==> config.mk <==
export PLATFORM = sky130hd
export DESIGN_NAME = equiv_sweep_seq
export DESIGN_NICKNAME = d
export VERILOG_FILES = /design/src/rtl/equiv_sweep_seq_pkg.sv /design/src/rtl/equiv_sweep_seq_stats.sv /design/src/rtl/equiv_sweep_seq.sv
export SDC_FILE = /design/constraint.sdc
export NUM_CORES = 1
export LEC_CHECK = 0
export CAP_MARGIN = 20
export CORE_ASPECT_RATIO = 2
export CORE_MARGIN = 2
export CORE_UTILIZATION = 46
export CTS_CLUSTER_SIZE = 16
export DETAILED_ROUTE_END_ITERATION = 8
export GPL_TIMING_DRIVEN = 0
export HOLD_SLACK_MARGIN = 0.15
export PLACE_DENSITY = 0.78
export SLEW_MARGIN = 20
export SYNTH_ARGS = -nofsm -noshare
export SYNTH_HDL_FRONTEND = slang
export SYNTH_SLANG_ARGS = --single-unit
==> constraint.sdc <==
create_clock -name clk -period 2.51 [get_ports clk]
set_input_delay 0.3765 -clock clk [delete_from_list [all_inputs] [get_ports clk]]
set_output_delay 0.3765 -clock clk [all_outputs]
set_load 0.01 [all_outputs]
==> src/rtl/equiv_sweep_seq_pkg.sv <==
// Shared types and constants for the exhaustive 4-valued equivalence sweep.
// Latency: n/a (declarations only).
// Backpressure: n/a.
package equiv_sweep_seq_pkg;

    localparam int NGROUPS_DEF = 9;
    localparam int CODE_W      = 16;

    // Per-digit stimulus encoding carried on vec_code
    localparam logic [1:0] D0 = 2'd0;
    localparam logic [1:0] D1 = 2'd1;
    localparam logic [1:0] DX = 2'd2;
    localparam logic [1:0] DZ = 2'd3;

    typedef enum logic [1:0] {
        ST_IDLE   = 2'd0,
        ST_SETTLE = 2'd1,
        ST_CHECK  = 2'd2,
        ST_DONE   = 2'd3
    } state_e;

endpackage

==> src/rtl/equiv_sweep_seq_stats.sv <==
// Failure statistics: saturating fail counter, sticky group mask, first-fail capture.
// Latency: results visible the cycle after the CHECK sample.
// Backpressure: none; clr_i and chk_i are accepted every cycle.
module sweep_stats
    import equiv_sweep_seq_pkg::*;
#(
    parameter int NGROUPS = NGROUPS_DEF
) (
    input  logic                clk,
    input  logic                rst_n,
    input  logic                clr_i,
    input  logic                chk_i,
    input  logic [NGROUPS-1:0]  ok_vec_i,
    input  logic [CODE_W-1:0]   code_i,
    output logic [16:0]         fail_count_o,
    output logic [NGROUPS-1:0]  fail_mask_o,
    output logic [CODE_W-1:0]   first_fail_code_o,
    output logic [NGROUPS-1:0]  first_fail_ok_o,
    output logic                any_fail_o
);

    logic [16:0]        fail_cnt_q, fail_cnt_d;
    logic [NGROUPS-1:0] mask_q, mask_d;
    logic [CODE_W-1:0]  ff_code_q, ff_code_d;
    logic [NGROUPS-1:0] ff_ok_q, ff_ok_d;
    logic               any_q, any_d;
    logic               vec_fail;

    assign vec_fail = chk_i && !(&ok_vec_i);

    always_comb begin
        fail_cnt_d = fail_cnt_q;
        mask_d     = mask_q;
        ff_code_d  = ff_code_q;
        ff_ok_d    = ff_ok_q;
        any_d      = any_q;
        if (clr_i) begin
            fail_cnt_d = '0;
            mask_d     = '0;
            ff_code_d  = '0;
            ff_ok_d    = '0;
            any_d      = 1'b0;
        end else if (vec_fail) begin
            if (fail_cnt_q != {17{1'b1}}) begin
                fail_cnt_d = fail_cnt_q + 17'd1;
            end
            mask_d = mask_q | ~ok_vec_i;
            // Only the first failure of a sweep is kept for debug
            if (!any_q) begin
                ff_code_d = code_i;
                ff_ok_d   = ok_vec_i;
                any_d     = 1'b1;
            end
        end
    end

    always_ff @(posedge clk or negedge rst_n) begin
        if (!rst_n) begin
            fail_cnt_q <= '0;
            mask_q     <= '0;
            ff_code_q  <= '0;
            ff_ok_q    <= '0;
            any_q      <= 1'b0;
        end else begin
            fail_cnt_q <= fail_cnt_d;
            mask_q     <= mask_d;
            ff_code_q  <= ff_code_d;
            ff_ok_q    <= ff_ok_d;
            any_q      <= any_d;
        end
    end

    assign fail_count_o      = fail_cnt_q;
    assign fail_mask_o       = mask_q;
    assign first_fail_code_o = ff_code_q;
    assign first_fail_ok_o   = ff_ok_q;
    assign any_fail_o        = any_q;

endmodule

==> src/rtl/equiv_sweep_seq.sv <==
// Sweeps every 4-valued digit combination, holding each vector SETTLE cycles then checking ok_vec.
// Latency: 4^DIGITS*(SETTLE+1) cycles from the cycle after start to done.
// Backpressure: start ignored while busy; abort ends a running sweep the next cycle.
module equiv_sweep_seq
    import equiv_sweep_seq_pkg::*;
#(
    parameter int SETTLE  = 4,
    parameter int DIGITS  = 8,
    parameter int NGROUPS = NGROUPS_DEF
) (
    input  logic                clk,
    input  logic                rst_n,
    input  logic                start,
    input  logic                abort,
    input  logic                stop_on_fail,
    input  logic [NGROUPS-1:0]  ok_vec,
    output logic [CODE_W-1:0]   vec_code,
    output logic                vec_valid,
    output logic                busy,
    output logic                done,
    output logic                aborted,
    output logic [16:0]         fail_count,
    output logic [NGROUPS-1:0]  fail_mask,
    output logic [CODE_W-1:0]   first_fail_code,
    output logic [NGROUPS-1:0]  first_fail_ok,
    output logic                any_fail
);

    localparam int             IW       = 2 * DIGITS;
    localparam logic [IW-1:0]  IDX_LAST = {IW{1'b1}};
    localparam logic [7:0]     CNT_LOAD = 8'(SETTLE - 1);

    state_e         state_q, state_d;
    logic [IW-1:0]  idx_q, idx_d;
    logic [7:0]     cnt_q, cnt_d;
    logic           sof_q, sof_d;
    logic           aborted_q, aborted_d;
    logic           stats_clr;
    logic           stats_chk;
    logic           vec_fail;

    assign vec_fail = !(&ok_vec);

    always_comb begin
        state_d   = state_q;
        idx_d     = idx_q;
        cnt_d     = cnt_q;
        sof_d     = sof_q;
        aborted_d = aborted_q;
        stats_clr = 1'b0;
        stats_chk = 1'b0;
        case (state_q)
            ST_IDLE, ST_DONE: begin
                if (start) begin
                    stats_clr = 1'b1;
                    idx_d     = '0;
                    cnt_d     = CNT_LOAD;
                    sof_d     = stop_on_fail;
                    aborted_d = 1'b0;
                    state_d   = ST_SETTLE;
                end
            end
            ST_SETTLE: begin
                if (abort) begin
                    aborted_d = 1'b1;
                    state_d   = ST_DONE;
                end else if (cnt_q == 8'd0) begin
                    state_d = ST_CHECK;
                end else begin
                    cnt_d = cnt_q - 8'd1;
                end
            end
            ST_CHECK: begin
                // The result is recorded even when abort lands on this cycle
                stats_chk = 1'b1;
                if (abort) begin
                    aborted_d = 1'b1;
                    state_d   = ST_DONE;
                end else if (idx_q == IDX_LAST || (sof_q && vec_fail)) begin
                    state_d = ST_DONE;
                end else begin
                    idx_d   = idx_q + 1'b1;
                    cnt_d   = CNT_LOAD;
                    state_d = ST_SETTLE;
                end
            end
            default: state_d = ST_IDLE;
        endcase
    end

    always_ff @(posedge clk or negedge rst_n) begin
        if (!rst_n) begin
            state_q   <= ST_IDLE;
            idx_q     <= '0;
            cnt_q     <= '0;
            sof_q     <= 1'b0;
            aborted_q <= 1'b0;
        end else begin
            state_q   <= state_d;
            idx_q     <= idx_d;
            cnt_q     <= cnt_d;
            sof_q     <= sof_d;
            aborted_q <= aborted_d;
        end
    end

    // Index is zero-extended; the last digit sits in the LSBs and changes fastest
    assign vec_code  = CODE_W'(idx_q);
    assign busy      = (state_q == ST_SETTLE) || (state_q == ST_CHECK);
    assign vec_valid = busy;
    assign done      = (state_q == ST_DONE);
    assign aborted   = aborted_q;

    sweep_stats #(
        .NGROUPS (NGROUPS)
    ) u_stats (
        .clk               (clk),
        .rst_n             (rst_n),
        .clr_i             (stats_clr),
        .chk_i             (stats_chk),
        .ok_vec_i          (ok_vec),
        .code_i            (vec_code),
        .fail_count_o      (fail_count),
        .fail_mask_o       (fail_mask),
        .first_fail_code_o (first_fail_code),
        .first_fail_ok_o   (first_fail_ok),
        .any_fail_o        (any_fail)
    );

endmodule

==> flow_metrics.py <==
metrics = {
    "run_status": {
        "status": "complete, no violations",
    },
    "power_and_ir_drop": {
        "power_switching_mw": 1.89,
        "pwr-share-seq": 0.350,
        "switching_share": 0.376,
        "cell_internal_pwr_mw": 3.14,
        "powerDensity_nw_per_um2": 935,
        "combPwrFrac": 0.394,
        "p_leak_nw": 2.34,
        "vdd_drop_max_v": 0.000714,
        "clockPowerShare": 0.256,
        "p_total_mw": 5.03,
    },
    "clock_network": {
        "insertion_delay_ns": 0.34,
        "cts.path.max_buffers": 2,
        "clk_pin_slew_worst_paths_ns": 0.06,
        "numCtsBuffers": 9,
        "htreeDepth": 3,
        "cts_tree": "built",
        "cts.sinks": 80,
        "cts_root_buf": "clkbuf_16",
    },
    "critical_path": {
        "cp_max_fo": 10,
        "ff2ff_setup_slack_ns": 0.005,
        "cp-end-kind": "flop",
        "required_ns": 2.77,
        "reg2reg_depth": 7,
        "criticalPathCategory": "reg2reg",
        "crit_path_start_kind": "flop",
        "reg2reg_from": "vec_code[0]",
        "r2r_end": "state_q[1]",
        "critPathArrivalTime_ns": 2.76,
    },
    "detailed_routing": {
        "route.met2.wl_um": 5950,
        "wl_met3_um": 545,
        "wl_met1_um": 3900,
        "top_layer": "met4",
        "wl_per_cell_um": 18.1,
        "routed_wl_um": 10800,
        "post_drt_via_cell_ratio": 6.14,
        "postRouteAntennaNets": 0,
        "drc": 0,
        "dr_total_vias": 3662,
        "drtIter0Drc": 393,
        "firstDrtPassIters": 5,
    },
    "timing": {
        "maxSlewHeadroom": 0.603,
        "hold_viol": 0,
        "tightest_slew_ns": 0.595,
        "clock_skew_ns": 0.00853,
        "fin_setup_tns_ns": 0,
        "setup_ws_ns": 0.00477,
        "min_period_ns": 2.51,
        "fmax_mhz": 399,
        "finalSetupViolCount": 0,
        "slew_viol_final": 0,
        "post-route-period-util": 0.998,
    },
    "placement": {
        "post-place-ws_ns": -0.562,
        "hpwlAfterDp_um": 7470,
        "gp_congestion": 0.924,
        "port_buffers": 85,
    },
    "logic_synthesis": {
        "synth_top_area_frac": 0.513,
        "synth.avg_cell_area_um2": 9.92,
        "syn_nets": 416,
        "synth_edf_count": 0,
        "synth_ff_type": "dfrtp_1",
        "synth.distinct_cells": 46,
        "netlist_top_cells_count": "dfrtp_1, nor2_1, nand2_1",
        "ys_seq_elements": 80,
        "synth_cells": 393,
        "ys_seq_area_frac": 0.513,
        "synth_largest_area_cell": "dfrtp_1",
        "ys_top_cells_by_area": "dfrtp_1, a22o_1, o41ai_1",
        "synth.yosys.warnings": 0,
        "synthesis.area_um2": 3900,
        "synthMostInstantiatedCell": "dfrtp_1",
        "async_flop_share": 1.00,
    },
    "global_routing": {
        "grt_max_degree": 56,
        "antenna_found_initial": 0,
        "grt_pass1_vias": 3586,
        "track_usage": 0.233,
        "globalRouteOverflowTotal": 0,
        "grt_pass1_wl_um": 17400,
    },
    "layout": {
        "nNetsFinal": 516,
        "diodes": 0,
        "syn_to_final_growth_pct": 38.0,
        "drive_gt1_frac": 0.116,
        "multi_input_area_um2": 1830,
        "fillers": 683,
        "register_area_um2": 2000,
    },
    "run": {
        "drv_cap": 0,
    },
    "hold_path": {
        "hold-path-cell-count": 2,
        "min_from": "ok_vec[7]",
        "hold_class": "in2reg",
        "hold_end": "u_stats.first_fail_ok_o[7]",
    },
    "floorplanning": {
        "row_count": 47,
        "design.portCount": 86,
        "die_area_um2": 9270,
        "die_x_um": 69.1,
        "initial_core_util": 0.474,
        "die_h_um": 134,
        "core_region_area_um2": 8230,
    },
}
## routing by layer
metal  vias up  global-route usage
met1      1809               0.249
met5         -                   0
li1       1656                   -
met3        36              0.0458
met2       161               0.424
met4         0               0.124
## worst max-delay path, stage by stage, from the launching register on
cell and delay, ns:
dfrtp_1 0.47, ha_1 0.25, nand3_1 0.26, or3_4 0.51, nor2_4 0.27, clkbuf_2 0.33
o2111ai_1 0.19, o211ai_1 0.12
## cells in the final DEF, fill, tap and decap left out, types with 3 or more instances in the layout
master / Yosys / routed
a31oi_1: 4 / 3
nand2b_1: 5 / 5
dfrtp_1: 80 / 78
or3_1: 10 / 9
and3_1: 4 / 4
xor2_1: 4 / 4
nand3b_1: 4 / 4
inv_1: 21 / 20
o41ai_2: 1 / 5
a22o_1: 26 / 26
nand3_1: 15 / 14
clkbuf_16: 0 / 9
clkbuf_1: 19 / 12
dlymetal6s2s_1: 0 / 7
clkbuf_8: 0 / 3
nand4_1: 10 / 10
o211ai_1: 6 / 6
nand2_1: 27 / 27
clkdlybuf4s50_1: 0 / 75
nor2_1: 35 / 34
o21ai_0: 11 / 11
o31ai_2: 0 / 4
a21oi_1: 18 / 18
xnor2_1: 8 / 8
buf_4: 1 / 8
clkbuf_2: 0 / 5
nor3_2: 0 / 3
o41ai_1: 17 / 13
o31ai_1: 9 / 5
and2_1: 5 / 5
nor3_1: 14 / 10
ha_1: 9 / 8
## area by class of cell
cell class | count | share of cell area
Buffer | 22 | 0.0195
Tap cell | 98 | 0.0228
Sequential cell | 80 | 0.373
Inverter | 22 | 0.0160
Multi-Input combinational cell | 266 | 0.340
Clock buffer | 13 | 0.0502
Timing Repair Buffer | 92 | 0.174
Clock inverter | 3 | 0.00442
## repair_timing
| item | CTS | global route |
|---|---|---|
| buffers inserted | 4 | 1 |
| gates resized for setup | 20 | 26 |
| cloned | 0 | 0 |
| hold endpoints to repair | 25 | 0 |
| hold buffers | 1 | 0 |
| endpoints found under the setup margin | 49 | 38 |
| pin swaps | 3 | 2 |
## metrics by stage
stage                     hold WS, ns  utilization  instances  area, um2
after floorplan                0.0809            -        393       3900
after global placement          0.476        0.592        576       4870
after detailed placement        0.321        0.595        577       4900
after CTS                       0.452        0.642        597       5290
after global routing            0.350        0.653        596       5380
final                           0.352        0.653        596       5380
## power by group through the flow
stage	registers, mW	logic, mW	clock network (mW)
after floorplan	1.82	0.953	0
after global placement	1.76	1.80	0
after detailed placement	1.77	1.86	0
after CTS	1.76	1.94	1.29
after global routing	1.79	2.14	1.36
final	1.76	1.98	1.29
## kinds of logic after synthesis
| family | synth area share |
|---|---|
| flip-flops | 0.513 |
| AO/OA/AOI/OAI | 0.199 |
| adder cells (fa/ha/maj) | 0.0289 |
| buffers and inverters | 0.0488 |
| AND/OR/NAND/NOR | 0.178 |
| multiplexers | 0.00513 |
| XOR/XNOR | 0.0270 |
## sequential cells by signal, indices dropped and copies added (netlist names)
| name | count |
|---|---|
| u_stats.first_fail_code_o | 16 |
| cnt_q | 8 |
| sof_q | 1 |
| u_stats.any_fail_o | 1 |
| u_stats.first_fail_ok_o | 9 |
| aborted | 1 |
| vec_code | 16 |
| u_stats.fail_mask_o | 9 |
| u_stats.fail_count_o | 17 |
| state_q | 2 |
## how the worst max path moves through the flow
| stage | startpoint | to | slack, ns | depth (start not counted) |
|---|---|---|---|---|
| after detailed placement | ok_vec[8] | vec_code[9] | -0.56 | 9 |
| after CTS | ok_vec[0] | vec_code[9] | 0.004 | 8 |
| after global routing | vec_code[0] | cnt_q[7] | -0.06 | 7 |
| final | vec_code[0] | state_q[1] | 0.005 | 7 |
| after global placement | rst_n | u_stats.fail_mask_o[3] | -1.74 | 1 |
| after floorplan | state_q[0] | vec_code[9] | 0.09 | 10 |
(Power assumes the default switching activity.)
==> variant, RTL diff (same flow settings) <==
Put a register stage on the output `fail_count`, without a reset. The value now appears one clock later. The other outputs are not delayed to match.
--- a/src/rtl/equiv_sweep_seq.sv
+++ b/src/rtl/equiv_sweep_seq.sv
@@ -29,6 +29,8 @@
     localparam int             IW       = 2 * DIGITS;
     localparam logic [IW-1:0]  IDX_LAST = {IW{1'b1}};
     localparam logic [7:0]     CNT_LOAD = 8'(SETTLE - 1);
+
+    logic [16:0] fail_count_d;
 
     state_e         state_q, state_d;
     logic [IW-1:0]  idx_q, idx_d;
@@ -120,12 +122,16 @@
         .chk_i             (stats_chk),
         .ok_vec_i          (ok_vec),
         .code_i            (vec_code),
-        .fail_count_o      (fail_count),
+        .fail_count_o      (fail_count_d),
         .fail_mask_o       (fail_mask),
         .first_fail_code_o (first_fail_code),
         .first_fail_ok_o   (first_fail_ok),
         .any_fail_o        (any_fail)
     );
 
+    always_ff @(posedge clk) begin
+        fail_count <= fail_count_d;
+    end
+
 endmodule
 
Check against the original RTL: not equivalent (Yosys sat finds a counterexample within 10 cycles, from zero or initial values and one cycle with rst_n low).
==> variant against the unedited design <==
- combinational power decreased by 6%
- hold slack improved by 75 ps
- sequential cell count grew 17
- sequential share of layout area increased by 4.9 points
- power up 5.4%
- cell area grew 3.4%
- area after synthesis up 7.5%
- register-to-register slack improved by 130 ps
- core utilization down 3.2 points
- worst setup slack better by 110 ps
- sequential power rose by 12%
- wire length rose by 2.1%
- largest cell class unchanged
==> variant: results (changes against the unedited design) <==
Synth Area in Compound Gates 18.6% (-1.3 points); number of synthesis warnings 0 (unchanged); Reg2Reg Setup Slack 130 ps (+130 ps); vias in the first global route 3438 (-4.1%); Seq/Total Area, Yosys 55.9% (+4.5 points); DRC marker count from the first detailed-route iteration 457 (+16%); syn_nets 427 (+2.6%); first-pass GRT wire length 17600 um (+1.5%); total track usage 22.9% (-0.39 points); CP max-delay cell clkdlybuf4s50_1; Synth top cells by count dfrtp_1, nor2_1, nand2_1; clk_skew 2.54 ps (-5.99 ps); Sequential Power Share 37.3% (+2.3 points); I/O Buffers 84 (-1.2%); Synth Area in XOR/XNOR 2.30% (-0.40 points); Slew @ Worst Pin 781 ps (+186 ps); share of layout cells above drive strength 1 9.04% (-2.6 points); layout net count 527 (+2.1%); critical path's largest stage delay 510 ps (about the same); DR pass1 iterations 6 (+1); P_int 3.54 mW (+13%); Switching Fraction 33.4% (-4.2 points); setup bufs post-CTS 0 (-4); adder-cell share of the synthesized area 2.69% (-0.20 points); Hold Path Sink fail_count[14]; reg-to-reg endpoint u_stats.fail_count_o[15]; Cells on Worst Hold Path 0 (-2); Via density 5.83 (-5.1%); Worst R2R Path Depth 10 (+3); VDD IR max 0.481 mV (-33%); worst r2r src u_stats.fail_count_o[4]; Static Leak 2.39 nW (+2.1%); status finished, final reports clean; combinational power 1.86 mW (-6%); Critical Path AT 2610 ps (-150 ps); Final GP Congestion 0.884 (-4.3%); post-synthesis mux area share 1.49% (+0.98 points); DP HPWL 8130 um (+8.8%); pin count of the biggest net entering global routing 43 (-23%); post-synth cell types 52 (+13%); Top delay family on crit path compound AO/OA/AOI/OAI gates; Synth area leaders dfrtp_1, dfxtp_1, a22o_1; fillcell total 711 (+4.1%)
variant: cell count changes after synthesis, sizes merged, moves of 5 or more:
cell	before	now
o21a	1	6
a31oi	4	13
nand3	15	21
o41ai	18	0
clkbuf	19	8
o31ai	9	1
dfxtp	0	17
nand4	10	3
a21oi	18	26
inv	21	27
variant: metal layers:
layer,track usage (%),vias to the layer above,wire length (um)
met5,0,-,0
met4,12.5,0,482
met3,3.27,36,505
met2,40.4,146,6070
met1,25.6,1724,3970
li1,-,1656,-
variant: final cells by class:
cell class                 instances  share of cell area, %
timing repair buffer              89                   16.0
multi-input combinational        261                   30.1
clock inverter                     5                   1.42
tap                              102                   2.29
inverter                          28                   1.89
sequential                        97                   42.1
buffer                            18                   1.82
clock buffer                      11                   4.36
variant: how the worst max path moves through the flow:
stage,end,slack (ps),startpoint,cells past startpoint
2_1_floorplan,vec_code[8],340,state_q[0],8
3_3_place_gp,vec_code[6],-1740,rst_n,1
3_5_place_dp,u_stats.first_fail_ok_o[4],-250,ok_vec[0],7
4_1_cts,vec_code[8],7,state_q[0],8
5_1_grt,vec_code[5],-30,ok_vec[0],8
6_report,vec_code[5],120,ok_vec[7],8
variant: metrics by stage:
| step | std cells | area (um^2) | util, % | setup slack (ps) | hold slack [ps] |
|---|---|---|---|---|---|
| 3_3_place_gp | 590 | 5160 | 57.6 | -1740 | 390 |
| 3_5_place_dp | 591 | 5180 | 57.8 | -253 | 407 |
| 4_1_cts | 608 | 5520 | 61.7 | 7.21 | 421 |
| 2_1_floorplan | 404 | 4190 | - | 339 | 80.9 |
| 5_1_grt | 611 | 5560 | 62.1 | -28.9 | 441 |
| 6_report | 611 | 5560 | 62.1 | 118 | 427 |
